--- src/rtl/mem_arbiter.sv ---
// Two-port (fetch/data) arbiter onto a single memory port; data wins except when fetch has been starved.
// Latency: grant -> m_req next cycle, ack the cycle after m_ready (3 cycles minimum), timeout after TIMEOUT busy cycles.
// Backpressure: requesters hold req until their one-cycle ack; memory stalls via m_ready, bounded by the timeout.
module mem_arbiter #(
    parameter int STARVE_LIMIT = 4,
    parameter int TIMEOUT      = 255
) (
    input  logic        clk,
    input  logic        reset_n,
    input  logic        if_req,
    input  logic [31:0] if_addr,
    output logic        if_ack,
    output logic [31:0] if_rdata,
    input  logic        d_req,
    input  logic        d_we,
    input  logic [31:0] d_addr,
    input  logic [31:0] d_wdata,
    output logic        d_ack,
    output logic [31:0] d_rdata,
    output logic        m_req,
    output logic        m_we,
    output logic [31:0] m_addr,
    output logic [31:0] m_wdata,
    input  logic        m_ready,
    input  logic [31:0] m_rdata,
    output logic        err
);

    typedef enum logic [1:0] {IDLE, BUSY, RESP} state_t;

    state_t      state, state_nxt;
    logic        owner_d;
    logic [3:0]  streak;
    logic [7:0]  tcnt;
    logic        grant_d, grant_f, tout;

    always_comb begin
        grant_d   = d_req && !(if_req && (streak == 4'(STARVE_LIMIT)));
        grant_f   = if_req && !grant_d;
        // A completion on the last allowed cycle wins over the timeout.
        tout      = !m_ready && (tcnt == 8'(TIMEOUT - 1));
        state_nxt = state;
        case (state)
            IDLE:    if (grant_d || grant_f) state_nxt = BUSY;
            BUSY:    if (m_ready || tout)    state_nxt = RESP;
            RESP:    state_nxt = IDLE;
            default: state_nxt = IDLE;
        endcase
    end

    always_ff @(posedge clk or negedge reset_n) begin
        if (!reset_n) state <= IDLE;
        else          state <= state_nxt;
    end

    always_ff @(posedge clk or negedge reset_n) begin
        if (!reset_n) begin
            owner_d  <= 1'b0;
            streak   <= 4'd0;
            tcnt     <= 8'd0;
            m_req    <= 1'b0;
            m_we     <= 1'b0;
            m_addr   <= 32'd0;
            m_wdata  <= 32'd0;
            if_ack   <= 1'b0;
            d_ack    <= 1'b0;
            if_rdata <= 32'd0;
            d_rdata  <= 32'd0;
            err      <= 1'b0;
        end else begin
            if_ack <= 1'b0;
            d_ack  <= 1'b0;
            case (state)
                IDLE: begin
                    tcnt <= 8'd0;
                    if (grant_d) begin
                        owner_d <= 1'b1;
                        m_req   <= 1'b1;
                        m_we    <= d_we;
                        m_addr  <= d_addr;
                        m_wdata <= d_wdata;
                        streak  <= if_req ? streak + 4'd1 : 4'd0;
                    end else if (grant_f) begin
                        owner_d <= 1'b0;
                        m_req   <= 1'b1;
                        m_we    <= 1'b0;
                        m_addr  <= if_addr;
                        m_wdata <= 32'd0;
                        streak  <= 4'd0;
                    end
                end
                BUSY: begin
                    if (m_ready || tout) begin
                        m_req <= 1'b0;
                        if (!m_ready) err <= 1'b1;
                        // Stores and timeouts both return zero to the owner.
                        if (owner_d) begin
                            d_ack   <= 1'b1;
                            d_rdata <= (m_ready && !m_we) ? m_rdata : 32'd0;
                        end else begin
                            if_ack   <= 1'b1;
                            if_rdata <= m_ready ? m_rdata : 32'd0;
                        end
                    end else begin
                        tcnt <= tcnt + 8'd1;
                    end
                end
                default: ;
            endcase
        end
    end

endmodule
--- config.mk ---
export PLATFORM = sky130hd
export DESIGN_NAME = mem_arbiter
export DESIGN_NICKNAME = d
export VERILOG_FILES = /design/src/rtl/mem_arbiter.sv
export SDC_FILE = /design/constraint.sdc
export NUM_CORES = 1
export LEC_CHECK = 0
export ABC_CLOCK_PERIOD_IN_PS = 3400
export CAP_MARGIN = 5
export CELL_PAD_IN_SITES_DETAIL_PLACEMENT = 1
export CELL_PAD_IN_SITES_GLOBAL_PLACEMENT = 1
export CORE_MARGIN = 8
export CORE_UTILIZATION = 35
export CTS_BUF_LIST = sky130_fd_sc_hd__clkbuf_4
export CTS_CLUSTER_SIZE = 12
export DETAILED_ROUTE_END_ITERATION = 7
export GPL_TIMING_DRIVEN = 0
export PLACE_DENSITY_LB_ADDON = 0.3
export SLEW_MARGIN = 20
export SYNTH_ARGS = -nofsm -noshare
export SYNTH_HDL_FRONTEND = slang
export SYNTH_SLANG_ARGS = --single-unit
--- constraint.sdc ---
create_clock -name clk -period 3.4 [get_ports clk]
set_input_delay 0.68 -clock clk [delete_from_list [all_inputs] [get_ports clk]]
set_output_delay 0.68 -clock clk [all_outputs]
set_load 0.02 [all_outputs]
==> out/qor.json <==
{
  "peakVddDrop": {"value": 0.0003567, "unit": "V"},
  "synth_async_sr_flop_share": {"value": 100.0, "unit": "%"},
  "setup-violations-final": {"value": 0},
  "status": {"value": "finished, final reports clean"},
  "worst-path-buf-inv": {"value": 1},
  "total_leakage_power": {"value": 3.964, "unit": "nW"},
  "timing.fmax": {"value": 430.6, "unit": "MHz"},
  "cp_slowest_cell": {"value": "clkdlybuf4s50_1"},
  "final.setup_skew": {"value": 0.007179, "unit": "ns"},
  "final_routed_wire_length_divided_by_cell_count": {"value": 22.27, "unit": "um"},
  "num-fill-cells": {"value": 1720},
  "worst_setup_hold_path_clk_slew": {"value": 0.12, "unit": "ns"},
  "mappedNetlistArea": {"value": 5853, "unit": "um^2"},
  "critPathTopFamily": {"value": "buffers and inverters"},
  "crit_fanout": {"value": 3},
  "post_cts_hold_buffer_count": {"value": 0},
  "initial_antenna_violation_count": {"value": 1},
  "layout.nets": {"value": 878},
  "gates_resized_cts_repair": {"value": 0},
  "synthFlopType": {"value": "dfrtp_1"},
  "h-tree-depth": {"value": 4},
  "std_cell_rows": {"value": 47},
  "drt-pass1-iter-count": {"value": 4},
  "final_antenna_net_count": {"value": 0},
  "yosys_warnings": {"value": 0},
  "critPathKind": {"value": "flip-flop to primary output"},
  "synth_cells": {"value": 454},
  "die_width": {"value": 145.3, "unit": "um"},
  "grt_start_max_net_pins": {"value": 80},
  "die_y": {"value": 145.3, "unit": "um"},
  "finalCritPeriodShare": {"value": 68.31, "unit": "%"},
  "fin_tns_setup": {"value": 0, "unit": "ns"},
  "portBuffers": {"value": 266},
  "synth_area_leader_cell": {"value": "dfrtp_1"},
  "coreArea": {"value": 16470, "unit": "um^2"},
  "post-synth-top-area-fraction": {"value": 63.27, "unit": "%"},
  "drt_drc_violations_left": {"value": 0},
  "hold_path_class": {"value": "input port to async pin"},
  "start_util": {"value": 35.55, "unit": "%"},
  "routed-via-count": {"value": 5116},
  "drv_slew": {"value": 0},
  "power-per-cell-area": {"value": 906.8, "unit": "nW/um^2"},
  "timing.critical_path.slowest_cell_delay": {"value": 0.68, "unit": "ns"},
  "first_global_vias": {"value": 5894},
  "synth_fp_nets": {"value": 592},
  "critical_path.startpoint_type": {"value": "flip-flop"},
  "rsz0062_at_grt": {"value": "false"},
  "yosysMostFrequentCell": {"value": "dfrtp_1"},
  "synth.ff_latch_count": {"value": 148},
  "worst_pin_slew": {"value": 0.6194, "unit": "ns"},
  "placer_congestion": {"value": 0.7957},
  "timing.critical_path.arrival": {"value": 1.64, "unit": "ns"},
  "worstSkewPairLatency": {"value": 0.53, "unit": "ns"},
  "cts_inserted_buffers": {"value": 17},
  "crit_path_cell_trace": {"value": "clkdlybuf4s50_1"},
  "synth.lib_cells_used.distinct": {"value": 35},
  "min_period": {"value": 2.322, "unit": "ns"},
  "report.power.total": {"value": 8.312, "unit": "mW"},
  "synth_enable_flop_cells": {"value": 0},
  "clock_sink_count": {"value": 148},
  "die_area": {"value": 21120, "unit": "um^2"},
  "cts-root-buf": {"value": "clkbuf_4"},
  "grt_usage": {"value": 20.42, "unit": "%"},
  "post-dp-hpwl": {"value": 17110, "unit": "um"},
  "postSynthAreaPerCell": {"value": 12.89, "unit": "um^2"},
  "netlist_top_cells_area": {"value": "dfrtp_1, a32o_1, mux2i_1"},
  "crit_required": {"value": 2.72, "unit": "ns"},
  "overflow": {"value": 0},
  "syn2layout_area_growth": {"value": 56.61, "unit": "%"},
  "cts_setup_buffers": {"value": 0},
  "timing.max_cap.violations": {"value": 0},
  "share_of_the_yosys_chip_area_belonging_to_registers": {"value": 63.27, "unit": "%"},
  "io_pins": {"value": 267},
  "critPathCaptureType": {"value": "primary output"},
  "detail_route.vias_per_cell": {"value": 5.253},
  "final-hold-violation-count": {"value": 0},
  "timing.max_slew.rel_slack": {"value": 58.71, "unit": "%"},
  "cts_buffer_depth": {"value": 2},
  "cts_tree": {"value": "yes"},
  "drt-total-wl": {"value": 21700, "unit": "um"},
  "drive_gt1_share": {"value": 6.640, "unit": "%"},
  "dr.first_iter.drc_count": {"value": 183},
  "synthTopCellsByCount": {"value": "dfrtp_1, a32o_1, nand2_1"},
  "grt_pass1_wl": {"value": 33840, "unit": "um"}
}
-- state kept, by name, indices dropped and copies added (netlist names) --
name,count
d_rdata,32
m_wdata,32
streak,4
if_ack,1
tcnt,8
state,2
m_req,1
owner_d,1
m_addr,32
err,1
m_we,1
d_ack,1
if_rdata,32
-- per-stage QoR --
stage / hold WS [ns] / cells / cell area (um^2) / util (%) / setup WS (ns)
floorplan: 0.3844 / 454 / 5853 / - / 1.637
global route: 0.1090 / 974 / 9166 / 55.67 / 0.9703
CTS: 0.08469 / 973 / 9164 / 55.65 / 1.007
finish: 0.1106 / 974 / 9166 / 55.67 / 1.078
detailed placement: 0.4754 / 941 / 8823 / 53.59 / 0.8350
global placement: 0.4637 / 940 / 8791 / 53.39 / -4.043
-- power breakdown --
group / total, mW / switching (mW) / internal [mW] / leakage, nW
registers: 2.96 / 0.473 / 2.49 / 1.88
logic: 4.07 / 2.15 / 1.92 / 1.90
clock network: 1.28 / 0.601 / 0.684 / 0.180
total: 8.31 / 3.22 / 5.09 / 3.96
-- final timing paths --
path | start | to | slack, ns | depth (start not counted)
setup / recovery | m_we | m_we | 1.08 | 1
hold / removal | reset_n | tcnt[2] | 0.11 | 1
setup reg to reg | tcnt[0] | if_rdata[28] | 1.39 | 7
hold reg to reg | m_addr[23] | m_addr[23] | 0.49 | 2
max in group asynchronous | reset_n | m_wdata[20] | 2.50 | 2
min in group clk | m_addr[23] | m_addr[23] | 0.49 | 2
-- layer usage --
metal | wire length (um) | vias to the layer above | global-route usage [%]
li1 | - | 2305 | -
met5 | 0 | - | 0
met1 | 8381 | 2599 | 21.48
met3 | 2145 | 19 | 9.795
met2 | 10850 | 193 | 35.37
met4 | 320 | 0 | 6.507
-- area by class of cell --
type	instances	area, um^2	area share (%)
Sequential cell	148	3704	40.40
Timing Repair Buffer	267	2695	29.40
Multi-Input combinational cell	263	1969	21.49
Tap cell	220	275.3	3.003
Clock inverter	11	182.7	1.993
Buffer	38	161.4	1.761
Clock buffer	21	157.7	1.720
Inverter	5	18.77	0.2048
Antenna cell	1	2.502	0.02730
-- cells in the final DEF (no fill, tap or decap), types with 2 or more instances in the layout --
cell,n
a32o_1,65
ha_1,4
clkbuf_1,17
bufinv_16,5
inv_1,5
and3_1,2
nand2_1,49
buf_2,15
clkinv_1,3
clkdlybuf4s50_1,265
mux2i_1,36
o21ai_0,38
nor2_1,5
a22o_1,33
a21oi_1,2
nand3_1,7
clkbuf_4,21
a21o_1,2
nor3_1,2
buf_1,6
dfrtp_1,148
-- kinds of logic after synthesis --
group           Yosys count  share of synthesized area, %
simple gates             75                         5.772
buf+inv                  43                         3.078
mux                      37                         6.349
fa+ha+maj                 4                        0.8551
xor+xnor                  2                        0.2993
compound gates          145                         20.37
flops                   148                         63.27
Note: power is estimated with default switching activity, not from simulation.
